### config.mk
export PLATFORM = sky130hd
export DESIGN_NAME = mdu_iter
export DESIGN_NICKNAME = d
export VERILOG_FILES = /design/src/rtl/mdu_pkg.sv /design/src/rtl/mdu_iter.sv
export SDC_FILE = /design/constraint.sdc
export NUM_CORES = 1
export LEC_CHECK = 0
export ABC_CLOCK_PERIOD_IN_PS = 7590
export CORE_MARGIN = 2
export CORE_UTILIZATION = 40
export CTS_BUF_LIST = sky130_fd_sc_hd__clkbuf_4 sky130_fd_sc_hd__clkbuf_8
export DETAILED_ROUTE_END_ITERATION = 10
export PLACE_DENSITY = 0.66
export SYNTH_ARGS = -nofsm -noshare
export SYNTH_HDL_FRONTEND = slang
export SYNTH_SLANG_ARGS = --single-unit
### constraint.sdc
create_clock -name clk -period 7.59 [get_ports clk]
set_clock_uncertainty 0.05 [all_clocks]
set_input_delay 1.1385 -clock clk [delete_from_list [all_inputs] [get_ports clk]]
set_output_delay 1.1385 -clock clk [all_outputs]
set_load 0.005 [all_outputs]
### src/rtl/mdu_pkg.sv
// ============================================================================
// Module : mdu_pkg
// Shared operation codes, FSM states and counter sizing for mdu_iter.
// Rev    : 1.0  initial release
// ============================================================================
`default_nettype none

package mdu_pkg;

  typedef enum logic [2:0] {
    OP_MUL    = 3'd0,
    OP_MULH   = 3'd1,
    OP_MULHSU = 3'd2,
    OP_MULHU  = 3'd3,
    OP_DIV    = 3'd4,
    OP_DIVU   = 3'd5,
    OP_REM    = 3'd6,
    OP_REMU   = 3'd7
  } op_e;

  typedef enum logic [1:0] {
    S_IDLE = 2'd0,
    S_CALC = 2'd1,
    S_DONE = 2'd2
  } state_e;

  function automatic int cnt_width(input int width);
    return $clog2(width + 1);
  endfunction

endpackage

`default_nettype wire

### src/rtl/mdu_iter.sv
// ============================================================================
// Module : mdu_iter
// Iterative multiply/divide unit: one bit per cycle over a shared accumulator.
// Rev    : 1.0  initial release
// ============================================================================
`default_nettype none

module mdu_iter
  import mdu_pkg::*;
#(
  parameter int DATA_WIDTH = 32,
  parameter int OP_WIDTH   = 3
) (
  input  logic                  clk,
  input  logic                  rst_n,
  input  logic                  flush_i,
  input  logic                  valid_i,
  output logic                  ready_o,
  input  logic [OP_WIDTH-1:0]   op_i,
  input  logic [DATA_WIDTH-1:0] a_i,
  input  logic [DATA_WIDTH-1:0] b_i,
  output logic                  valid_o,
  input  logic                  ready_i,
  output logic [DATA_WIDTH-1:0] result_o
);

  localparam int W     = DATA_WIDTH;
  localparam int CNT_W = cnt_width(DATA_WIDTH);
  localparam logic [CNT_W-1:0] c_last   = CNT_W'(DATA_WIDTH - 1);
  localparam logic [W-1:0]     c_minneg = {1'b1, {(W-1){1'b0}}};

  state_e           r_state;
  op_e              r_op;
  logic             r_neg;
  logic [CNT_W-1:0] r_cnt;
  logic [2*W-1:0]   r_acc;
  logic [W-1:0]     r_opb;
  logic [W-1:0]     r_result;

  // request decode
  op_e          w_op;
  logic         w_is_div, w_a_sgn, w_b_sgn, w_a_neg, w_b_neg;
  logic [W-1:0] w_a_mag, w_b_mag;
  logic         w_div_zero, w_ovf, w_short, w_neg;
  logic [W-1:0] w_short_res;

  assign w_op       = op_e'(op_i[2:0]);
  assign w_is_div   = op_i[2];
  assign w_a_sgn    = w_is_div ? ~op_i[0] : (w_op != OP_MULHU);
  assign w_b_sgn    = w_is_div ? ~op_i[0] : (w_op == OP_MUL || w_op == OP_MULH);
  assign w_a_neg    = w_a_sgn & a_i[W-1];
  assign w_b_neg    = w_b_sgn & b_i[W-1];
  assign w_a_mag    = w_a_neg ? -a_i : a_i;
  assign w_b_mag    = w_b_neg ? -b_i : b_i;
  assign w_div_zero = w_is_div && (b_i == '0);
  assign w_ovf      = w_is_div && !op_i[0] && (a_i == c_minneg) && (b_i == '1);
  assign w_short    = w_div_zero || w_ovf;
  // REM follows the dividend sign; everything else takes the xor of both signs
  assign w_neg      = (w_is_div && op_i[1]) ? w_a_neg : (w_a_neg ^ w_b_neg);

  always_comb begin
    w_short_res = '0;
    if (w_div_zero)
      w_short_res = op_i[1] ? a_i : '1;
    else
      w_short_res = op_i[1] ? '0 : a_i;
  end

  // one iteration step for each path
  logic [W:0]     w_msum, w_trial;
  logic           w_qbit;
  logic [W-1:0]   w_rem;
  logic [2*W-1:0] w_acc_nxt, w_prod;
  logic [W-1:0]   w_quo_s, w_rem_s, w_final;

  assign w_msum    = {1'b0, r_acc[2*W-1:W]} + {1'b0, (r_acc[0] ? r_opb : '0)};
  assign w_trial   = r_acc[2*W-1:W-1] - {1'b0, r_opb};
  assign w_qbit    = ~w_trial[W];
  assign w_rem     = w_qbit ? w_trial[W-1:0] : r_acc[2*W-2:W-1];
  assign w_acc_nxt = r_op[2] ? {w_rem, r_acc[W-2:0], w_qbit}
                             : {w_msum, r_acc[W-1:1]};

  assign w_prod  = r_neg ? -w_acc_nxt : w_acc_nxt;
  assign w_quo_s = r_neg ? -w_acc_nxt[W-1:0] : w_acc_nxt[W-1:0];
  assign w_rem_s = r_neg ? -w_acc_nxt[2*W-1:W] : w_acc_nxt[2*W-1:W];

  always_comb begin
    w_final = '0;
    if (r_op[2])
      w_final = r_op[1] ? w_rem_s : w_quo_s;
    else
      w_final = (r_op == OP_MUL) ? w_prod[W-1:0] : w_prod[2*W-1:W];
  end

  always_ff @(posedge clk or negedge rst_n) begin
    if (!rst_n) begin
      r_state  <= S_IDLE;
      r_op     <= OP_MUL;
      r_neg    <= 1'b0;
      r_cnt    <= '0;
      r_acc    <= '0;
      r_opb    <= '0;
      r_result <= '0;
    end else if (flush_i) begin
      r_state <= S_IDLE;
      r_cnt   <= '0;
    end else begin
      case (r_state)
        S_IDLE: begin
          if (valid_i) begin
            r_op  <= w_op;
            r_neg <= w_neg;
            r_cnt <= '0;
            if (w_short) begin
              r_result <= w_short_res;
              r_state  <= S_DONE;
            end else begin
              // divide: {remainder, dividend}; multiply: {product hi, multiplier}
              r_acc   <= {{W{1'b0}}, (w_is_div ? w_a_mag : w_b_mag)};
              r_opb   <= w_is_div ? w_b_mag : w_a_mag;
              r_state <= S_CALC;
            end
          end
        end
        S_CALC: begin
          r_acc <= w_acc_nxt;
          r_cnt <= r_cnt + CNT_W'(1);
          if (r_cnt == c_last) begin
            r_result <= w_final;
            r_state  <= S_DONE;
          end
        end
        S_DONE: begin
          if (ready_i)
            r_state <= S_IDLE;
        end
        default: r_state <= S_IDLE;
      endcase
    end
  end

  assign ready_o  = (r_state == S_IDLE);
  assign valid_o  = (r_state == S_DONE);
  assign result_o = r_result;

endmodule

`default_nettype wire

# Word-level counts from Yosys, hierarchy flattened
# Cells that the tools add are included.
# word_totals
reg_bits	140
in_bits	72
output_inout_bits	34
elab_cells	91
# op_classes
add_sub_neg	8
eq_ne	14
n_mux	35
n_bitwise	7
reduce_logical	20
# ops
op	n
32-bit two-way mux	17
64-bit two-way mux	4
32-bit negator	4
64-bit one-hot mux with 2 select lines	1
32-bit == test (second input constant)	2
64-bit negator	1
32-bit one-hot mux with 2 select lines	1
32-bit by 32-bit adder with 33-bit output	1
33-bit by 32-bit subtractor with 33-bit output	1
32-bit logical NOT	1
6-bit two-way mux	2
6-bit one-hot mux with 2 select lines	1
2-bit two-way mux	5
4-bit AND reduction	2
6-bit by 1-bit adder with 6-bit output (second input constant)	1
6-bit by 5-bit == test with 1-bit output (second input constant)	1
3-bit logical NOT	2
2-bit inequality test (second input constant)	3
3-bit by 2-bit inequality test with 1-bit output (second input constant)	2
3-bit inequality test (second input constant)	2
2-bit one-hot mux with 3 select lines	1
3-bit AND reduction	2
1-bit logical AND	5
5-bit AND reduction	1
14 further kinds	21

# Depth between registers and ports, before layout
# logic_depth
word_depth	9
mapped_depth	25
depth_no_buf	23

# Worst setup path after synthesis
# OpenSTA, ideal clock, no wires.
# synth_path
path_type	register to register
start	register r_acc[31]
end	register r_result[2], in the netlist result_o[2]
setup_time_ns	0.095
t_arrival_ns	5.207
path_slack_ns	2.237
stages_incl_launch_ff	23
cell_sequence	dfrtp_1 > inv_1 > ha_1 > inv_1 > fa_1 > a211oi_1 > nor3_1 > o31a_1 > o21a_1 > o2111ai_1 > and2_1 > clkbuf_1 > ha_1 > o21a_1 > nand3_1 > or3_1 > nand2b_1 > nor3_1 > a21oi_1 > mux4_2 > nand4b_1 > o311a_1 > o31ai_1
# synth_between
elab_chain_cells	9
elab_cells_between_ends	15
classes_between	add/sub: 4; mux: 10; bitwise: 1
# synth_lines
element	line	text
start: declaration	mdu_iter.sv:36	logic [2*W-1:0] r_acc;
start signal: assignment	mdu_iter.sv:119	r_acc <= {{W{1'b0}}, (w_is_div ? w_a_mag : w_b_mag)};
start signal: assignment	mdu_iter.sv:126	r_acc <= w_acc_nxt;
33-bit by 32-bit subtractor with 33-bit output	mdu_iter.sv:77	assign w_trial = r_acc[2*W-1:W-1] - {1'b0, r_opb};
32-bit two-way mux or 1-bit NOT (tied branches)	mdu_iter.sv:79, mdu_iter.sv:78	
64-bit two-way mux (*)	mdu_iter.sv:80	assign w_acc_nxt = r_op[2] ? {w_rem, r_acc[W-2:0], w_qbit}
64-bit negator, or another cell as far along	mdu_iter.sv:83	assign w_prod = r_neg ? -w_acc_nxt : w_acc_nxt;
64-bit two-way mux, or another cell as far along	mdu_iter.sv:83	
32-bit two-way mux (on tied branches)	mdu_iter.sv:92, mdu_iter.sv:90	
32-bit two-way mux (*)	mdu_iter.sv:89	if (r_op[2])
32-bit two-way mux (*)	mdu_iter.sv:128	if (r_cnt == c_last) begin
32-bit one-hot mux with 2 select lines (*)	mdu_iter.sv:108	case (r_state)
end signal: assignment	mdu_iter.sv:115	r_result <= w_short_res;
end signal: assignment	mdu_iter.sv:129	r_result <= w_final;
end: declaration	mdu_iter.sv:38	logic [W-1:0] r_result;
# Mark *: on every way between the ends. The rest lies on a longest branch, timed or not. The select of a mux whose other input is x is not followed.
# A chain may end at the register's enable or synchronous reset.

# Worst setup path in the final report
# Ends and elaborated chain as after synthesis.

==> impl_results.md <==
- Die W: 207 um
- WS Path Type: flop to flop
- Synth area leaders: dfrtp_1 (21%), o21ai_0 (6.8%), nand2_1 (6.7%), a21oi_1 (6.7%), ha_1 (5.3%)
- Clk_lat worst skew: about 0.54 ns
- IO Port Bufs: around 110
- Final setup vio count: 0
- Final global-route overflow total: 0
- Cell Area, Placed: 17800 um2
- R2r worst-path depth: 21
- Mapped Area: 16400 um2
- Hold EP: result_o[11]
- Die Area: roughly 43000 um2
- Vias: 18100
- Placeable Area: around 40000 um2
- Hold Violations, Final: 0
- Root buf cell: clkbuf_8
- Cell taking the most area after synthesis: dfrtp_1
- Worst EP arrival: 6.88 ns
- Worst path slowest cell: nor3_1
- Routed WL per cell: 24.8 um
- DRT iter0 DRCs: 2412
- Worst setup EP type: flop
- Placer Congestion: 1.02
- Clock-pin slew on the worst setup and hold paths: 0.11 ns
- Initial core utilization: 40.4%
- Number of buffers created by CTS: 17
- Initial antenna violation count: 5
- Yosys cell types: 101
- Critical-path cell list: inv_1 -> ha_1 -> inv_1 -> fa_1 -> a211oi_1 -> nor3_1 -> o31a_1 -> o21a_1 -> o2111ai_1 -> and2_1 -> ha_1 -> o21a_1 -> nand3_1 -> or3_1 -> nand2b_1 -> nor3_1 -> a21oi_1 -> mux4_2 -> nand4b_1 -> o311a_1 -> o31ai_1
- Critical path startpoint category: flop
- Post-Synthesis Cells: roughly 2300
- Slew HR: 15.3%
- CP bufs+invs: 2
- RSZ-0062 raised after global routing: no
- Power, Total: ~7.5 mW
- Number of synthesized flops with an enable pin: 0
- Period minus WS final: 6.50 ns
- Synth cell count leaders: nand2_1 (293), o21ai_0 (223), a21oi_1 (219), nor2_1 (199), dfrtp_1 (140)
- CTS resizes: 0
- Synth top area share: between 20% and 30%
- Hold WC Path Type: flop to flop
- R2r setup slk: roughly 1.1 ns
- Residual DRC count: 0
- Fillers: 4169
- CTS Hold Buffers Added: 0
- Layout Utilization: ~45%
- Area Overhead vs Synth: 10.8%
- Slew Limit Fails: 0
- Total wire length: 70200 um
- First-pass GRT wire length: between 100000 and 150000 um
- Max-cap viol count: 0
- Number of routed nets with antenna violations: 0
- Post-Syn Nets: 2409
- Vias in the first global route: 16200
- # H-tree levels: 4
- Leakage: around 7.5 nW
- CP Data Required Time: 7.98 ns
- DP Wirelength: 54900 um
- Num rows: 74
- 1st-pass router iterations: 6
- Hold Crit Depth: 2
- Share of layout cells above drive strength 1: 6.05%
- Worst slew pin tran: 1.27 ns
- Die H: between 200 and 250 um
- CTS tree: built
- Seq/Total Area, Yosys: a little over a fifth
- Fmax: 154 MHz
- Most frequent cell after synthesis: nand2_1
- Largest net degree at the start of global routing: 118
- Tot GR Track Use: 32.7%
- Ys async rst share: 100%
- Final Instance Area: 18200 um2
- Status: finished, final reports clean
- Slowest cell delay on critical path: 0.61 ns
- Boundary pin count: 106
- Sum of negative setup slack: 0 ns
- Worst hold start: result_o[11]
- Synth warn: 0
- Reg2Reg Launch Point: r_acc[31]
- CTS Buffer Depth: 2
- Crit path max fanout: 9
- TritonCTS Sinks: 140
- FF-to-FF End: result_o[2]
- Avg Cell Area, Syn: approximately 7.3 um2
- Power per cell area: just over 400 nW/um2
- Flops & latches, synth: 140
- Peak VDD IR: 0.210 mV
- Vias per Instance: ~6.4
- Post-CTS Setup Inserts: 0
- Prevailing post-synth register cell: dfrtp_1
- Final period utilization: 85.6%
- Nets: 2427
- Worst path top cell family by delay: compound AO/OA/AOI/OAI gates
## metrics by stage
stage                     std cells  hold slack, ns  setup slack [ns]
after floorplan                2265           0.402              2.24
after global placement         2796           0.423              1.62
after detailed placement       2796           0.427              1.29
after CTS                      2828           0.449              1.24
after global routing           2828           0.467             0.746
final                          2829           0.443              1.09
## how the worst max path moves through the flow
stage,start,endpoint,slack (ns),cells after the start
detailed placement,r_acc[31],result_o[2],1.29,21
global placement,r_acc[31],result_o[2],1.62,21
floorplan,r_acc[31],result_o[2],2.24,22
finish,r_acc[31],result_o[2],1.09,21
global route,r_acc[31],result_o[2],0.75,21
CTS,r_acc[31],result_o[2],1.24,21
## metal layers
layer	track usage (%)	wire, um	part of all wire, %
met1	46.4	30300	43
met2	48.0	29600	42
met3	7.27	7260	10
met4	13.1	3010	4.3
met5	0	37	0.053
## layout by cell type (no fill, tap or decap), drive strengths merged, types with 68 or more instances in the layout
cell type      instances
xor2                  70
inv                   87
dfrtp                140
xnor2                 99
o21ai                241
nand2                294
a21oi                221
nor2                 200
ha                    70
nor3                  68
clkdlybuf4s50        103
## logic make-up (layout without fill, tap and decap cells)
group,Yosys count,count (layout),synth area share [%]
other cells,0,1,0
fa+ha+maj,72,72,5.57
simple gates,823,823,23.8
compound gates,770,770,30.0
xor+xnor,169,169,9.00
flops,140,140,21.3
mux,79,79,5.19
buf+inv,212,243,5.14
## worst register-to-register path, stage by stage (launching register included)
cell       delay, ns
dfrtp_1         0.42
inv_1           0.09
ha_1            0.17
inv_1           0.05
fa_1            0.43
a211oi_1        0.30
nor3_1          0.10
o31a_1          0.35
o21a_1          0.27
o2111ai_1       0.56
and2_1          0.43
ha_1            0.31
o21a_1          0.17
nand3_1         0.14
or3_1           0.48
nand2b_1        0.25
nor3_1          0.61
a21oi_1         0.18
mux4_2          0.49
nand4b_1        0.18
o311a_1         0.14
o31ai_1         0.22
## flip-flops by register name (all words and copies together), names as in the netlist
signal and cells:
r_neg 1, r_opb 32, r_acc 64, r_cnt 6, r_op 3, result_o 32
r_state 2
## final cells by class
| type | count | area [um2] | area share [%] |
|---|---|---|---|
| flip-flops and latches | 140 | 3510 | 19.2 |
| clock buffers | 17 | 234 | 1.28 |
| diodes | 1 | 2.50 | 0.0137 |
| repair buffers | 136 | 1280 | 7.04 |
| clock inverters | 15 | 141 | 0.776 |
| inverters | 75 | 282 | 1.54 |
| well taps | 532 | 666 | 3.65 |
| multi-input cells | 1913 | 12100 | 66.4 |
## where the power goes
group / switching, mW / leakage, nW / internal, mW
clock: 0.390 / 0.194 / 0.244
combinational: 3.77 / 5.50 / 1.91
sequential: 0.315 / 1.79 / 0.922
Note: power is estimated with default switching activity, not from simulation.
